--- src/rtl/colour_track_pkg.sv ---
// Shared types and constants for the colour blob tracker.
package colour_track_pkg;

  // Framing state: waiting for a start-of-frame pixel, or accumulating a frame.
  typedef enum logic [0:0] {
    StWaitSop,
    StInFrame
  } track_state_e;

  // Threshold field selectors for the configuration write port.
  localparam logic [2:0] FieldRMin = 3'd0;
  localparam logic [2:0] FieldRMax = 3'd1;
  localparam logic [2:0] FieldGMin = 3'd2;
  localparam logic [2:0] FieldGMax = 3'd3;
  localparam logic [2:0] FieldBMin = 3'd4;
  localparam logic [2:0] FieldBMax = 3'd5;
  localparam int unsigned NumFields = 6;

  // Class index width, including the extra "no match" code NUM_CLASSES.
  function automatic int unsigned cls_width(input int unsigned num_classes);
    return $clog2(num_classes + 1);
  endfunction

endpackage

--- src/rtl/blob_accumulator.sv ---
// Per-class pixel count and bounding box for the current frame, plus the
// published result of the last completed frame.
module blob_accumulator #(
  parameter int unsigned X_W   = 10,
  parameter int unsigned Y_W   = 9,
  parameter int unsigned CNT_W = 19
) (
  input  logic             clk,
  input  logic             rst_n,
  input  logic             start,    // first pixel of a frame: drop prior state
  input  logic             hit,      // this pixel belongs to the class
  input  logic             publish,  // last pixel of a frame
  input  logic [X_W-1:0]   x,
  input  logic [Y_W-1:0]   y,
  output logic [CNT_W-1:0] res_count,
  output logic [X_W-1:0]   res_xmin,
  output logic [X_W-1:0]   res_xmax,
  output logic [Y_W-1:0]   res_ymin,
  output logic [Y_W-1:0]   res_ymax
);

  logic [CNT_W-1:0] cnt_q, cnt_base, cnt_d;
  logic [X_W-1:0]   xmin_q, xmax_q, xmin_base, xmax_base, xmin_d, xmax_d;
  logic [Y_W-1:0]   ymin_q, ymax_q, ymin_base, ymax_base, ymin_d, ymax_d;

  // Fold the current pixel into the (possibly freshly cleared) accumulators.
  always_comb begin
    cnt_base  = start ? '0 : cnt_q;
    xmin_base = start ? '0 : xmin_q;
    xmax_base = start ? '0 : xmax_q;
    ymin_base = start ? '0 : ymin_q;
    ymax_base = start ? '0 : ymax_q;
    cnt_d  = cnt_base;
    xmin_d = xmin_base;
    xmax_d = xmax_base;
    ymin_d = ymin_base;
    ymax_d = ymax_base;
    if (hit) begin
      cnt_d = (cnt_base == '1) ? cnt_base : cnt_base + 1'b1;
      // Empty box: the first hit defines it; zero box doubles as "empty".
      if (cnt_base == '0) begin
        xmin_d = x;
        xmax_d = x;
        ymin_d = y;
        ymax_d = y;
      end else begin
        xmin_d = (x < xmin_base) ? x : xmin_base;
        xmax_d = (x > xmax_base) ? x : xmax_base;
        ymin_d = (y < ymin_base) ? y : ymin_base;
        ymax_d = (y > ymax_base) ? y : ymax_base;
      end
    end
  end

  // Accumulate, or on frame end publish and clear.
  always_ff @(posedge clk or negedge rst_n) begin
    if (!rst_n) begin
      cnt_q     <= '0;
      xmin_q    <= '0;
      xmax_q    <= '0;
      ymin_q    <= '0;
      ymax_q    <= '0;
      res_count <= '0;
      res_xmin  <= '0;
      res_xmax  <= '0;
      res_ymin  <= '0;
      res_ymax  <= '0;
    end else if (publish) begin
      res_count <= cnt_d;
      res_xmin  <= xmin_d;
      res_xmax  <= xmax_d;
      res_ymin  <= ymin_d;
      res_ymax  <= ymax_d;
      cnt_q     <= '0;
      xmin_q    <= '0;
      xmax_q    <= '0;
      ymin_q    <= '0;
      ymax_q    <= '0;
    end else begin
      cnt_q  <= cnt_d;
      xmin_q <= xmin_d;
      xmax_q <= xmax_d;
      ymin_q <= ymin_d;
      ymax_q <= ymax_d;
    end
  end

endmodule

--- src/rtl/colour_blob_tracker.sv ---
// Streaming colour classifier with per-class blob counting and bounding boxes.
// One-cycle registered pixel path; frame statistics published on end of frame.
module colour_blob_tracker
  import colour_track_pkg::*;
#(
  parameter int unsigned PIXEL_W     = 4,
  parameter int unsigned NUM_CLASSES = 5,
  parameter int unsigned FRAME_W     = 640,
  parameter int unsigned X_W         = 10,
  parameter int unsigned Y_W         = 9,
  parameter int unsigned CNT_W       = 19,
  parameter int unsigned CLS_W       = cls_width(NUM_CLASSES)
) (
  input  logic                   clk,
  input  logic                   rst_n,
  input  logic                   in_valid,
  input  logic                   in_sop,
  input  logic                   in_eop,
  input  logic [PIXEL_W-1:0]     red_in,
  input  logic [PIXEL_W-1:0]     green_in,
  input  logic [PIXEL_W-1:0]     blue_in,
  output logic                   in_ready,
  output logic                   out_valid,
  input  logic                   out_ready,
  output logic                   out_sop,
  output logic                   out_eop,
  output logic [2*PIXEL_W-1:0]   red_out,
  output logic [2*PIXEL_W-1:0]   green_out,
  output logic [2*PIXEL_W-1:0]   blue_out,
  output logic [CLS_W-1:0]       out_class,
  input  logic                   mask_en,
  input  logic                   cfg_we,
  input  logic [CLS_W-1:0]       cfg_class,
  input  logic [2:0]             cfg_field,
  input  logic [PIXEL_W-1:0]     cfg_data,
  input  logic                   cfg_en_we,
  input  logic [NUM_CLASSES-1:0] cfg_en,
  output logic                   res_valid,
  output logic                   frame_err,
  input  logic [CLS_W-1:0]       res_sel,
  output logic [CNT_W-1:0]       res_count,
  output logic [X_W-1:0]         res_xmin,
  output logic [X_W-1:0]         res_xmax,
  output logic [Y_W-1:0]         res_ymin,
  output logic [Y_W-1:0]         res_ymax,
  output logic                   res_found
);

  localparam logic [CLS_W-1:0] NoClass = CLS_W'(NUM_CLASSES);
  localparam logic [X_W-1:0]   XLast   = X_W'(FRAME_W - 1);

  logic accept;
  assign in_ready = !out_valid || out_ready;
  assign accept   = in_valid && in_ready;

  logic [PIXEL_W-1:0]     thr_q [NUM_CLASSES][NumFields];
  logic [NUM_CLASSES-1:0] en_q;

  // Threshold and enable registers; mins reset high and maxes low so nothing matches.
  always_ff @(posedge clk or negedge rst_n) begin
    if (!rst_n) begin
      en_q <= '0;
      for (int k = 0; k < NUM_CLASSES; k++) begin
        for (int f = 0; f < NumFields; f++) begin
          if (f % 2 == 0) thr_q[k][f] <= '1;
          else            thr_q[k][f] <= '0;
        end
      end
    end else begin
      if (cfg_en_we) en_q <= cfg_en;
      for (int k = 0; k < NUM_CLASSES; k++) begin
        for (int f = 0; f < NumFields; f++) begin
          if (cfg_we && cfg_class == CLS_W'(k) && cfg_field == 3'(f)) thr_q[k][f] <= cfg_data;
        end
      end
    end
  end

  logic [NUM_CLASSES-1:0] class_hit;
  logic [CLS_W-1:0]       match_class;

  // Box test per class; walking down from the top leaves the lowest index winning.
  always_comb begin
    class_hit   = '0;
    match_class = NoClass;
    for (int k = int'(NUM_CLASSES) - 1; k >= 0; k--) begin
      class_hit[k] = en_q[k] &&
                     red_in   >= thr_q[k][FieldRMin] && red_in   <= thr_q[k][FieldRMax] &&
                     green_in >= thr_q[k][FieldGMin] && green_in <= thr_q[k][FieldGMax] &&
                     blue_in  >= thr_q[k][FieldBMin] && blue_in  <= thr_q[k][FieldBMax];
      if (class_hit[k]) match_class = CLS_W'(k);
    end
  end

  // Output pixel register; holds while the consumer stalls.
  always_ff @(posedge clk or negedge rst_n) begin
    if (!rst_n) begin
      out_valid <= 1'b0;
      out_sop   <= 1'b0;
      out_eop   <= 1'b0;
      red_out   <= '0;
      green_out <= '0;
      blue_out  <= '0;
      out_class <= NoClass;
    end else if (accept) begin
      out_valid <= 1'b1;
      out_sop   <= in_sop;
      out_eop   <= in_eop;
      out_class <= match_class;
      if (mask_en && match_class == NoClass) begin
        red_out   <= '0;
        green_out <= '0;
        blue_out  <= '0;
      end else begin
        red_out   <= {red_in, red_in};
        green_out <= {green_in, green_in};
        blue_out  <= {blue_in, blue_in};
      end
    end else if (out_ready) begin
      out_valid <= 1'b0;
    end
  end

  track_state_e   state_q;
  logic [X_W-1:0] x_q, cur_x;
  logic [Y_W-1:0] y_q, cur_y;
  logic           track, start, publish;

  // A sop pixel always sits at (0,0) and restarts accumulation.
  always_comb begin
    start   = accept && in_sop;
    track   = accept && (in_sop || state_q == StInFrame);
    publish = track && in_eop;
    cur_x   = in_sop ? '0 : x_q;
    cur_y   = in_sop ? '0 : y_q;
  end

  // Framing FSM with raster position, result strobe and sticky framing error.
  always_ff @(posedge clk or negedge rst_n) begin
    if (!rst_n) begin
      state_q   <= StWaitSop;
      x_q       <= '0;
      y_q       <= '0;
      res_valid <= 1'b0;
      frame_err <= 1'b0;
    end else begin
      res_valid <= publish;
      if (start && state_q == StInFrame) frame_err <= 1'b1;
      if (accept && in_eop && !in_sop && state_q == StWaitSop) frame_err <= 1'b1;
      if (track) begin
        state_q <= in_eop ? StWaitSop : StInFrame;
        if (cur_x == XLast) begin
          x_q <= '0;
          y_q <= (cur_y == '1) ? cur_y : cur_y + 1'b1;
        end else begin
          x_q <= cur_x + 1'b1;
          y_q <= cur_y;
        end
      end
    end
  end

  logic [CNT_W-1:0] acc_count [NUM_CLASSES];
  logic [X_W-1:0]   acc_xmin  [NUM_CLASSES];
  logic [X_W-1:0]   acc_xmax  [NUM_CLASSES];
  logic [Y_W-1:0]   acc_ymin  [NUM_CLASSES];
  logic [Y_W-1:0]   acc_ymax  [NUM_CLASSES];

  for (genvar k = 0; k < NUM_CLASSES; k++) begin : g_acc
    blob_accumulator #(
      .X_W   (X_W),
      .Y_W   (Y_W),
      .CNT_W (CNT_W)
    ) u_acc (
      .clk       (clk),
      .rst_n     (rst_n),
      .start     (start),
      .hit       (track && match_class == CLS_W'(k)),
      .publish   (publish),
      .x         (cur_x),
      .y         (cur_y),
      .res_count (acc_count[k]),
      .res_xmin  (acc_xmin[k]),
      .res_xmax  (acc_xmax[k]),
      .res_ymin  (acc_ymin[k]),
      .res_ymax  (acc_ymax[k])
    );
  end

  // Result readback; out-of-range selects read as zero.
  always_comb begin
    res_count = '0;
    res_xmin  = '0;
    res_xmax  = '0;
    res_ymin  = '0;
    res_ymax  = '0;
    for (int k = 0; k < NUM_CLASSES; k++) begin
      if (res_sel == CLS_W'(k)) begin
        res_count = acc_count[k];
        res_xmin  = acc_xmin[k];
        res_xmax  = acc_xmax[k];
        res_ymin  = acc_ymin[k];
        res_ymax  = acc_ymax[k];
      end
    end
    res_found = (res_count != '0);
  end

endmodule

--- config.mk ---
export PLATFORM = sky130hd
export DESIGN_NAME = colour_blob_tracker
export DESIGN_NICKNAME = d
export VERILOG_FILES = /design/src/rtl/colour_track_pkg.sv /design/src/rtl/blob_accumulator.sv /design/src/rtl/colour_blob_tracker.sv
export SDC_FILE = /design/constraint.sdc
export NUM_CORES = 2
export LEC_CHECK = 0
export BUFFER_PORTS_ARGS = -buffer_cell sky130_fd_sc_hd__buf_2
export CAP_MARGIN = 30
export CORE_ASPECT_RATIO = 0.6
export CORE_MARGIN = 2
export CORE_UTILIZATION = 63
export DETAILED_ROUTE_END_ITERATION = 8
export GPL_ROUTABILITY_DRIVEN = 0
export PLACE_DENSITY = 0.87
export SKIP_CTS_REPAIR_TIMING = 1
export SYNTH_ARGS = -nofsm -noshare
export SYNTH_HDL_FRONTEND = slang
export SYNTH_SLANG_ARGS = --single-unit
--- constraint.sdc ---
create_clock -name clk -period 5.96 [get_ports clk]
set_clock_uncertainty 0.05 [all_clocks]
set_input_delay 1.192 -clock clk [delete_from_list [all_inputs] [get_ports clk]]
set_output_delay 1.192 -clock clk [all_outputs]
set_load 0.005 [all_outputs]
==> impl_metrics.toml <==
[grt]
grt_pass1_vias = 32600
overflow = 0
grt_pass1_wl_microns = 187000
grt_max_degree = 199
grt_usage = 0.370
antenna_found_initial = 3

[pwr]
power.leakage_uw = 0.0203
p_total_uw = 11200
vdd_drop_max_mv = 0.253
pwr_density_cell_nw_per_um2 = 255

[timing]
tightest_slew_ns = 1.03
final_hold_viol_count = 0
fin_tns_setup_ns = 0
fin_crit_sh = 0.878
period_minus_slack_ns = 5.23
fmax_mhz = 191
whs_ns = 0.425
rsz0062_at_grt = "false"
drv_slew = 0
slew_headroom = 0.312
finalSetupViolations = 0

[clock_tree]
path_clk_slew_ns = 0.07
cts_made_buffers = 69
htree_levels = 3
cts-root-buf = "clkbuf_16"
cts_buffer_depth = 3
cts_sinks = 735
tritoncts = "yes"
clkLatencyLatePin_ns = 0.63

[yosys]
synth_area_leaders = "dfrtp_1 42%, ha_1 9.7%, mux2_2 7.3%"
netlist_area_sq_um = 40100
synth_nets = 4540
synth_cells = 4189
seq_area_frac_synth = 0.461
synth_top_area_frac = 0.420
synth_edf_count = 0
synth_area_leader_cell = "dfrtp_1"
synth-async-reset-ratio = 1.00
yosys_warnings = 0
yosys_register_bits = 735
avgSynthCellArea_sq_um = 9.57
ys_types = 84
ys.flop_type = "dfrtp_1"

[routing]
wl_met2_microns = 48400
drt_first_pass_iters = 6
drc = 0
routedWlPerCell_microns = 23.3
drt-vias-per-instance = 6.49
route.top_layer_used = "met5"
met3WireLength_microns = 17100
drtIter0Drc = 4290
vias = 33300
wirelength_microns = 120000
wl_met1_microns = 49400
postRouteAntennaNets = 0

[worst_setup_path]
r2r_start = "out_valid"
regToRegEndpoint = "g_acc[1].u_acc.res_ymax[7]"
required_ns = 4.72
crit_type = "primary input to output port"
end_kind = "output port"
crit_path_start_kind = "primary input"
arrival_ns = 3.99
cp_max_fo = 61
reg2reg_depth = 15
regToRegSetupSlack_ns = 1.42

[finish]
layout_common_cells = "673 x dfrtp_1, 668 x nand2_1, 413 x nor2_1"
stdcell_count = 5131
fill_cells = 4436
final_common_cell = "dfrtp_1"
drive_gt1_frac = 0.167
syn2layout_area_growth_pct = 9.69
fin_area_sq_um = 44000
final_nets = 4592

[hold_path]
min_from = "out_eop"
hold_class = "flop to flop"
whs_endpoint = "out_eop"
holdPathStages = 2

[floorplan]
core-area_sq_um = 62800
dieArea_sq_um = 65700
ios = 130
start_util = 0.638
die_y_microns = 199
rows = 71
dieWidth_microns = 330

[place]
port_buffers = 129
hpwl_microns = 80900
place_inst = 5007
dpl_cell_area_sq_um = 41700

[job]
drv_cap = 0

[run_status]
status = "complete, no violations"
-- power by group --
group          switching (uW)  internal (uW)
Combinational             911            461
Sequential                100           5200
Clock                    1990           2530
Total                    3000           8190
-- final cells by class --
type | instances | area, sq um | share of cell area
multi-input cells | 3030 | 20000 | 0.454
flip-flops and latches | 735 | 18500 | 0.420
clock buffers | 98 | 2050 | 0.0466
repair buffers | 232 | 1560 | 0.0354
well taps | 839 | 1050 | 0.0239
inverters | 173 | 657 | 0.0149
clock inverters | 23 | 203 | 0.00461
diodes | 1 | 2.50 | 0.0000569
-- synthesized netlist by cell type, types with 18 or more instances --
library cell  count
and3_1           29
o21ai_1          19
o22ai_1          44
inv_1           171
nand2_1         670
mux2_2          259
xor2_1           39
nor2_1          415
buf_2            23
xnor2_1          38
a22o_1           20
o211ai_1         22
a22oi_1          46
o21ai_0         359
ha_1            312
nand3_1          76
nand2b_1         34
clkbuf_1        199
nor3_1           41
dfrtp_1         673
nand4_1          72
mux4_2           18
o21a_1           25
dfstp_2          62
o31ai_1          18
a31oi_1          26
a21oi_1         164
mux2i_1          58
nor4_1           41
and2_1           21
-- through the flow --
stage,util,setup WS (ns)
6_report,0.700,0.727
3_5_place_dp,0.664,0.693
4_1_cts,0.700,0.797
3_3_place_gp,0.664,0.754
5_1_grt,0.700,0.702
2_1_floorplan,-,0.934
-- worst max-delay path, cell delays in order --
cell	delay, ns
buf_6	0.54
mux4_2	0.60
a22o_1	0.27
nor4_1	0.37
nand4_1	0.35
or4_1	0.48
buf_2	0.14
-- cell families (layout without fill, tap and decap cells) --
kind of cell / after synthesis / count (layout) / share of synthesized area
AO/OA/AOI/OAI: 821 / 821 / 0.121
multiplexers: 335 / 335 / 0.0974
buffers and inverters: 424 / 526 / 0.0418
XOR/XNOR: 77 / 77 / 0.0168
AND/OR/NAND/NOR: 1485 / 1485 / 0.164
adder cells (fa/ha/maj): 312 / 312 / 0.0974
other: 0 / 1 / 0
flip-flops: 735 / 735 / 0.461
-- sequential cells by signal (all words and copies together), names as in the netlist, 3 cells and up --
signal	count
en_q	5
thr_q	120
g_acc.u_acc.ymax_q	45
red_out	4
g_acc.u_acc.res_xmax	50
g_acc.u_acc.res_ymax	45
x_q	10
g_acc.u_acc.res_xmin	50
g_acc.u_acc.xmin_q	50
g_acc.u_acc.res_ymin	45
g_acc.u_acc.res_count	95
g_acc.u_acc.ymin_q	45
g_acc.u_acc.cnt_q	95
g_acc.u_acc.xmax_q	50
blue_out	4
green_out	4
out_class	3
y_q	9
-- routing by layer --
metal / vias up / track usage
met5: - / 0
met4: 4 / 0.141
met1: 16200 / 0.533
li1: 14700 / -
met3: 379 / 0.132
met2: 2066 / 0.509
-- worst max path at each step --
stage | from | to | slack, ns
after floorplan | in_sop | g_acc[0].u_acc.res_ymin[7] | 0.93
after global placement | out_ready | g_acc[4].u_acc.res_xmax[5] | 0.75
after detailed placement | out_ready | g_acc[4].u_acc.res_xmax[5] | 0.69
after CTS | res_sel[0] | res_found | 0.80
after global routing | res_sel[0] | res_found | 0.70
final | res_sel[0] | res_found | 0.73
Power figures use the tool's default switching activity.
